--- config.mk ---
export PLATFORM = sky130hd
export DESIGN_NAME = crc8_serial_engine
export DESIGN_NICKNAME = d
export VERILOG_FILES = /design/src/rtl/crc_pkg.sv /design/src/rtl/crc8_serial_engine.sv
export SDC_FILE = /design/constraint.sdc
export NUM_CORES = 1
export LEC_CHECK = 0
export CORE_MARGIN = 3
export CORE_UTILIZATION = 39
export DETAILED_ROUTE_END_ITERATION = 7
export GPL_ROUTABILITY_DRIVEN = 0
export PLACE_DENSITY = 0.84
export SLEW_MARGIN = 20
export SYNTH_ARGS = -nofsm -noshare
export SYNTH_HDL_FRONTEND = slang
export SYNTH_SLANG_ARGS = --single-unit
--- constraint.sdc ---
create_clock -name clk -period 1.25 [get_ports clk]
set_input_delay 0.25 -clock clk [delete_from_list [all_inputs] [get_ports clk]]
set_output_delay 0.25 -clock clk [all_outputs]
set_load 0.05 [all_outputs]
--- src/rtl/crc_pkg.sv ---
// Shared definitions for the CRC-8 frame checker: state encoding, CRC width
// and the positions of the init/poly fields inside the 16-bit key.
package crc_pkg;

  localparam int CRC_W        = 8;
  localparam int KEY_INIT_MSB = 15;
  localparam int KEY_INIT_LSB = 8;
  localparam int KEY_POLY_MSB = 7;
  localparam int KEY_POLY_LSB = 0;

  typedef enum logic [1:0] {
    ST_IDLE      = 2'd0,
    ST_SHIFT     = 2'd1,
    ST_WAIT_BYTE = 2'd2,
    ST_CHECK     = 2'd3
  } state_t;

  function automatic logic [CRC_W-1:0] key_init(input logic [15:0] key);
    return key[KEY_INIT_MSB:KEY_INIT_LSB];
  endfunction

  // The polynomial always carries the x^0 term, so bit 0 is forced high.
  function automatic logic [CRC_W-1:0] key_poly(input logic [15:0] key);
    return key[KEY_POLY_MSB:KEY_POLY_LSB] | {{(CRC_W-1){1'b0}}, 1'b1};
  endfunction

endpackage

--- src/rtl/crc8_serial_engine.sv ---
// Bit-serial CRC-8 engine: MSB first, one bit per clock, done in the 8th shift cycle.
module crc8_serial_engine
  import crc_pkg::*;
(
  input  logic             clk,
  input  logic             reset,
  input  logic             load,
  input  logic             start,
  input  logic [CRC_W-1:0] init,
  input  logic [CRC_W-1:0] poly,
  input  logic [CRC_W-1:0] byte_in,
  output logic [CRC_W-1:0] crc,
  output logic             done
);

  logic [CRC_W-1:0] crc_q;
  logic [CRC_W-1:0] d_q;
  logic [2:0]       bit_cnt;
  logic             run;
  logic             fb;
  logic [CRC_W-1:0] crc_next;

  assign fb       = crc_q[CRC_W-1] ^ d_q[CRC_W-1];
  assign crc_next = {crc_q[CRC_W-2:0], 1'b0} ^ (fb ? poly : '0);

  always_ff @(posedge clk) begin
    if (reset) begin
      crc_q   <= '0;
      d_q     <= '0;
      bit_cnt <= '0;
      run     <= 1'b0;
    end else if (start) begin
      d_q     <= byte_in;
      bit_cnt <= '0;
      run     <= 1'b1;
      if (load) crc_q <= init;
    end else if (run) begin
      crc_q   <= crc_next;
      d_q     <= {d_q[CRC_W-2:0], 1'b0};
      bit_cnt <= bit_cnt + 3'd1;
      if (bit_cnt == 3'd7) run <= 1'b0;
    end
  end

  assign crc  = crc_q;
  assign done = run && (bit_cnt == 3'd7);

endmodule

==> flow_metrics.env <==
export IMPL_instances_no_fill=189
export IMPL_finalSetupViolCount=1
export IMPL_finalPower_w=0.001609
export IMPL_slew_viol_final=0
export IMPL_core_um2=2500
export IMPL_fp_dieW_um=57.54
export IMPL_clock_latency_ns=0.30
export IMPL_antenna_found_initial=0
export IMPL_final_common_cell="clkdlybuf4s50_1"
export IMPL_wl_met1_um=1118
export IMPL_vias_per_cell=5.571
export IMPL_r2r_slack_ns=0.07
export IMPL_synth_simple_gate_area_frac=0.1184
export IMPL_violations="negative setup slack"
export IMPL_clock_skew_ns=0.001518
export IMPL_rsz0062_at_grt="true"
export IMPL_reg2reg_to="d_q[2]"
export IMPL_vias=1053
export IMPL_syn_nets=145
export IMPL_path_max_fanout=2
export IMPL_cts_made_buffers=3
export IMPL_layout_common_cells="27 x clkdlybuf4s50_1, 15 x dfxtp_1, 10 x a21oi_1"
export IMPL_crit_path_start_kind="flop"
export IMPL_final_antenna_net_count=0
export IMPL_hpwl_um=2082
export IMPL_tightest_slew_ns=0.2912
export IMPL_leakage_nw=0.6662
export IMPL_cts_tree="yes"
export IMPL_first_pass_iters=4
export IMPL_critPathCaptureType="output port"
export IMPL_clk_transition_reported_paths_ns=0.11
export IMPL_wl_met3_um=154
export IMPL_grt_max_degree=14
export IMPL_ys_types=24
export IMPL_antenna_cells=0
export IMPL_ir_worst_vdd_mv=0.9761
export IMPL_grt_overflow=0
export IMPL_ios=37
export IMPL_dieHeight_um=57.54
export IMPL_synth_fa_ha_area_frac=0.02415
export IMPL_synthTopCellsByArea="dfxtp_1 39%, mux2i_1 8.7%, o221ai_1 5.9%"
export IMPL_yosysWarnings=0
export IMPL_synth_compound_area_frac=0.1993
export IMPL_placed_cells=183
export IMPL_h_tree_depth=1
export IMPL_design_die_area_um2=3311
export IMPL_syn_inst=115
export IMPL_synth_avg_cell_area_um2=9.009
export IMPL_wl_um=2865
export IMPL_drc=0
export IMPL_synthXorXnorAreaFrac=0.02536
export IMPL_r2r_start="run"
export IMPL_hold_buffers=0
export IMPL_powerDensity_nw_per_um2=962.1
export IMPL_placed_cell_area_um2=1554
export IMPL_reg2reg_depth=4
export IMPL_arrival_ns=1.22
export IMPL_cap_violations=0
export IMPL_min_path_type="input pin to flop"
export IMPL_fmax_ghz=0.6818
export IMPL_ys_seq_area_frac=0.3865
export IMPL_grt_pass1_wl_um=4588
export IMPL_status="complete, but fails checks"
export IMPL_criticalPathCategory="flop to output port"
export IMPL_start_util=0.4144
export IMPL_fill_cells=193
export IMPL_timing_final_crit_period_ns=1.467
export IMPL_critPathRequiredTime_ns=1.00
export IMPL_cts_sinks=20
export IMPL_fin_ws_ns=-0.2167
export IMPL_yosys_area_top_type="dfxtp_1"
export IMPL_hold_violations=0
export IMPL_rows=18
export IMPL_fin_area_um2=1673
export IMPL_cts_buffer_depth=2
export IMPL_endpoint="done"
export IMPL_post_route_util=0.6692
export IMPL_grt_pass1_vias=1048
export IMPL_yosys_mux_area_fraction=0.1739
export IMPL_hold_ws_ns=0.5608
export IMPL_synth_area_um2=1036
export IMPL_wire_per_inst_um=15.16
export IMPL_portBuffers=36
export IMPL_max_slew_margin=0.8059
export IMPL_synth_top_area_frac=0.3865
export IMPL_drtIter0Drc=42
export IMPL_ys_seq_elements=20
export IMPL_area_growth_pct=61.47
export IMPL_cts_root_buf="clkbuf_4"
export IMPL_synth_top_family_by_area="compound AO/OA/AOI/OAI gates"
export IMPL_highest_layer="met4"
export IMPL_drive_gt1_frac=0.2516
export IMPL_fin_crit_sh=1.173
export IMPL_dr_wl_met2_um=1536
export IMPL_critPathLaunch="bit_cnt[1]"
export IMPL_grtUsageTotal=0.1775
export IMPL_nNetsFinal=190
-- state kept, by name, summed over array words and instances (netlist names) --
register and count:
crc 8, d_q 8, run 1, bit_cnt 3
-- power by group --
part | total, W | switching (W) | internal (W)
clock network | 0.000372 | 0.000195 | 0.000178
logic | 0.000504 | 0.000233 | 0.000271
registers | 0.000734 | 0.0000521 | 0.000681
-- metal layers --
layer | vias to the layer above | track usage
met5 | - | 0
met4 | 0 | 0.05960
met3 | 8 | 0.03620
met2 | 42 | 0.3258
met1 | 492 | 0.2014
li1 | 511 | -
-- critical path, cell delays in order, from the launching register on --
cell	delay, ns
dfxtp_2	0.38
ha_4	0.14
ha_4	0.13
inv_4	0.04
nor2_4	0.09
buf_12	0.14
-- how the worst min path moves through the flow --
stage | from | to | slack [ns] | cells past startpoint
after CTS | byte_in[3] | d_q[3] | 0.56 | 3
after floorplan | reset | bit_cnt[0] | 0.33 | 1
after global placement | bit_cnt[1] | bit_cnt[1] | 0.52 | 2
after detailed placement | bit_cnt[2] | bit_cnt[2] | 0.54 | 2
final | byte_in[3] | d_q[3] | 0.56 | 3
after global routing | byte_in[0] | d_q[0] | 0.57 | 3
-- kinds of logic (layout without fill, tap and decap cells) --
group                    Yosys count  after routing
XOR/XNOR                           3              3
buffers and inverters             15             59
adder cells (fa/ha/maj)            2              2
AO/OA/AOI/OAI                     34             34
AND/OR/NAND/NOR                   24             24
flip-flops                        20             20
multiplexers                      17             17
-- synthesized netlist by cell type --
master	number
a21oi_1	10
a31oi_1	7
and2_1	1
buf_2	3
buf_6	2
clkbuf_1	1
dfxtp_1	20
ha_1	2
inv_1	8
inv_2	1
mux2_1	4
mux2_2	4
mux2i_1	9
nand2_1	1
nand3b_1	2
nor2_1	10
nor3_1	3
nor3b_1	1
o21ai_0	9
o221ai_1	7
o22ai_1	1
or3_1	6
xnor2_1	2
xor2_1	1
-- per-stage QoR --
step	TNS [ns]	worst slack, ns
2_1_floorplan	-0.01049	-0.01049
3_3_place_gp	-3.389	-0.2713
3_5_place_dp	-4.312	-0.3453
4_1_cts	-0.2416	-0.2416
5_1_grt	-0.3012	-0.2834
6_report	-0.2167	-0.2167
-- layout make-up --
cell class / count / area [um2] / share of cell area
Multi-Input combinational cell: 80 / 624.3 / 0.3732
Timing Repair Buffer: 46 / 529.3 / 0.3164
Sequential cell: 20 / 409.1 / 0.2446
Tap cell: 30 / 37.54 / 0.02244
Clock buffer: 4 / 36.28 / 0.02169
Inverter: 9 / 36.28 / 0.02169
-- timing repair --
action	CTS	global route
setup endpoints to repair	7	7
gates resized for setup	9	7
hold endpoints to repair	0	0
setup buffers	2	0
pin swaps	2	1
Note: power is estimated with default switching activity, not from simulation.
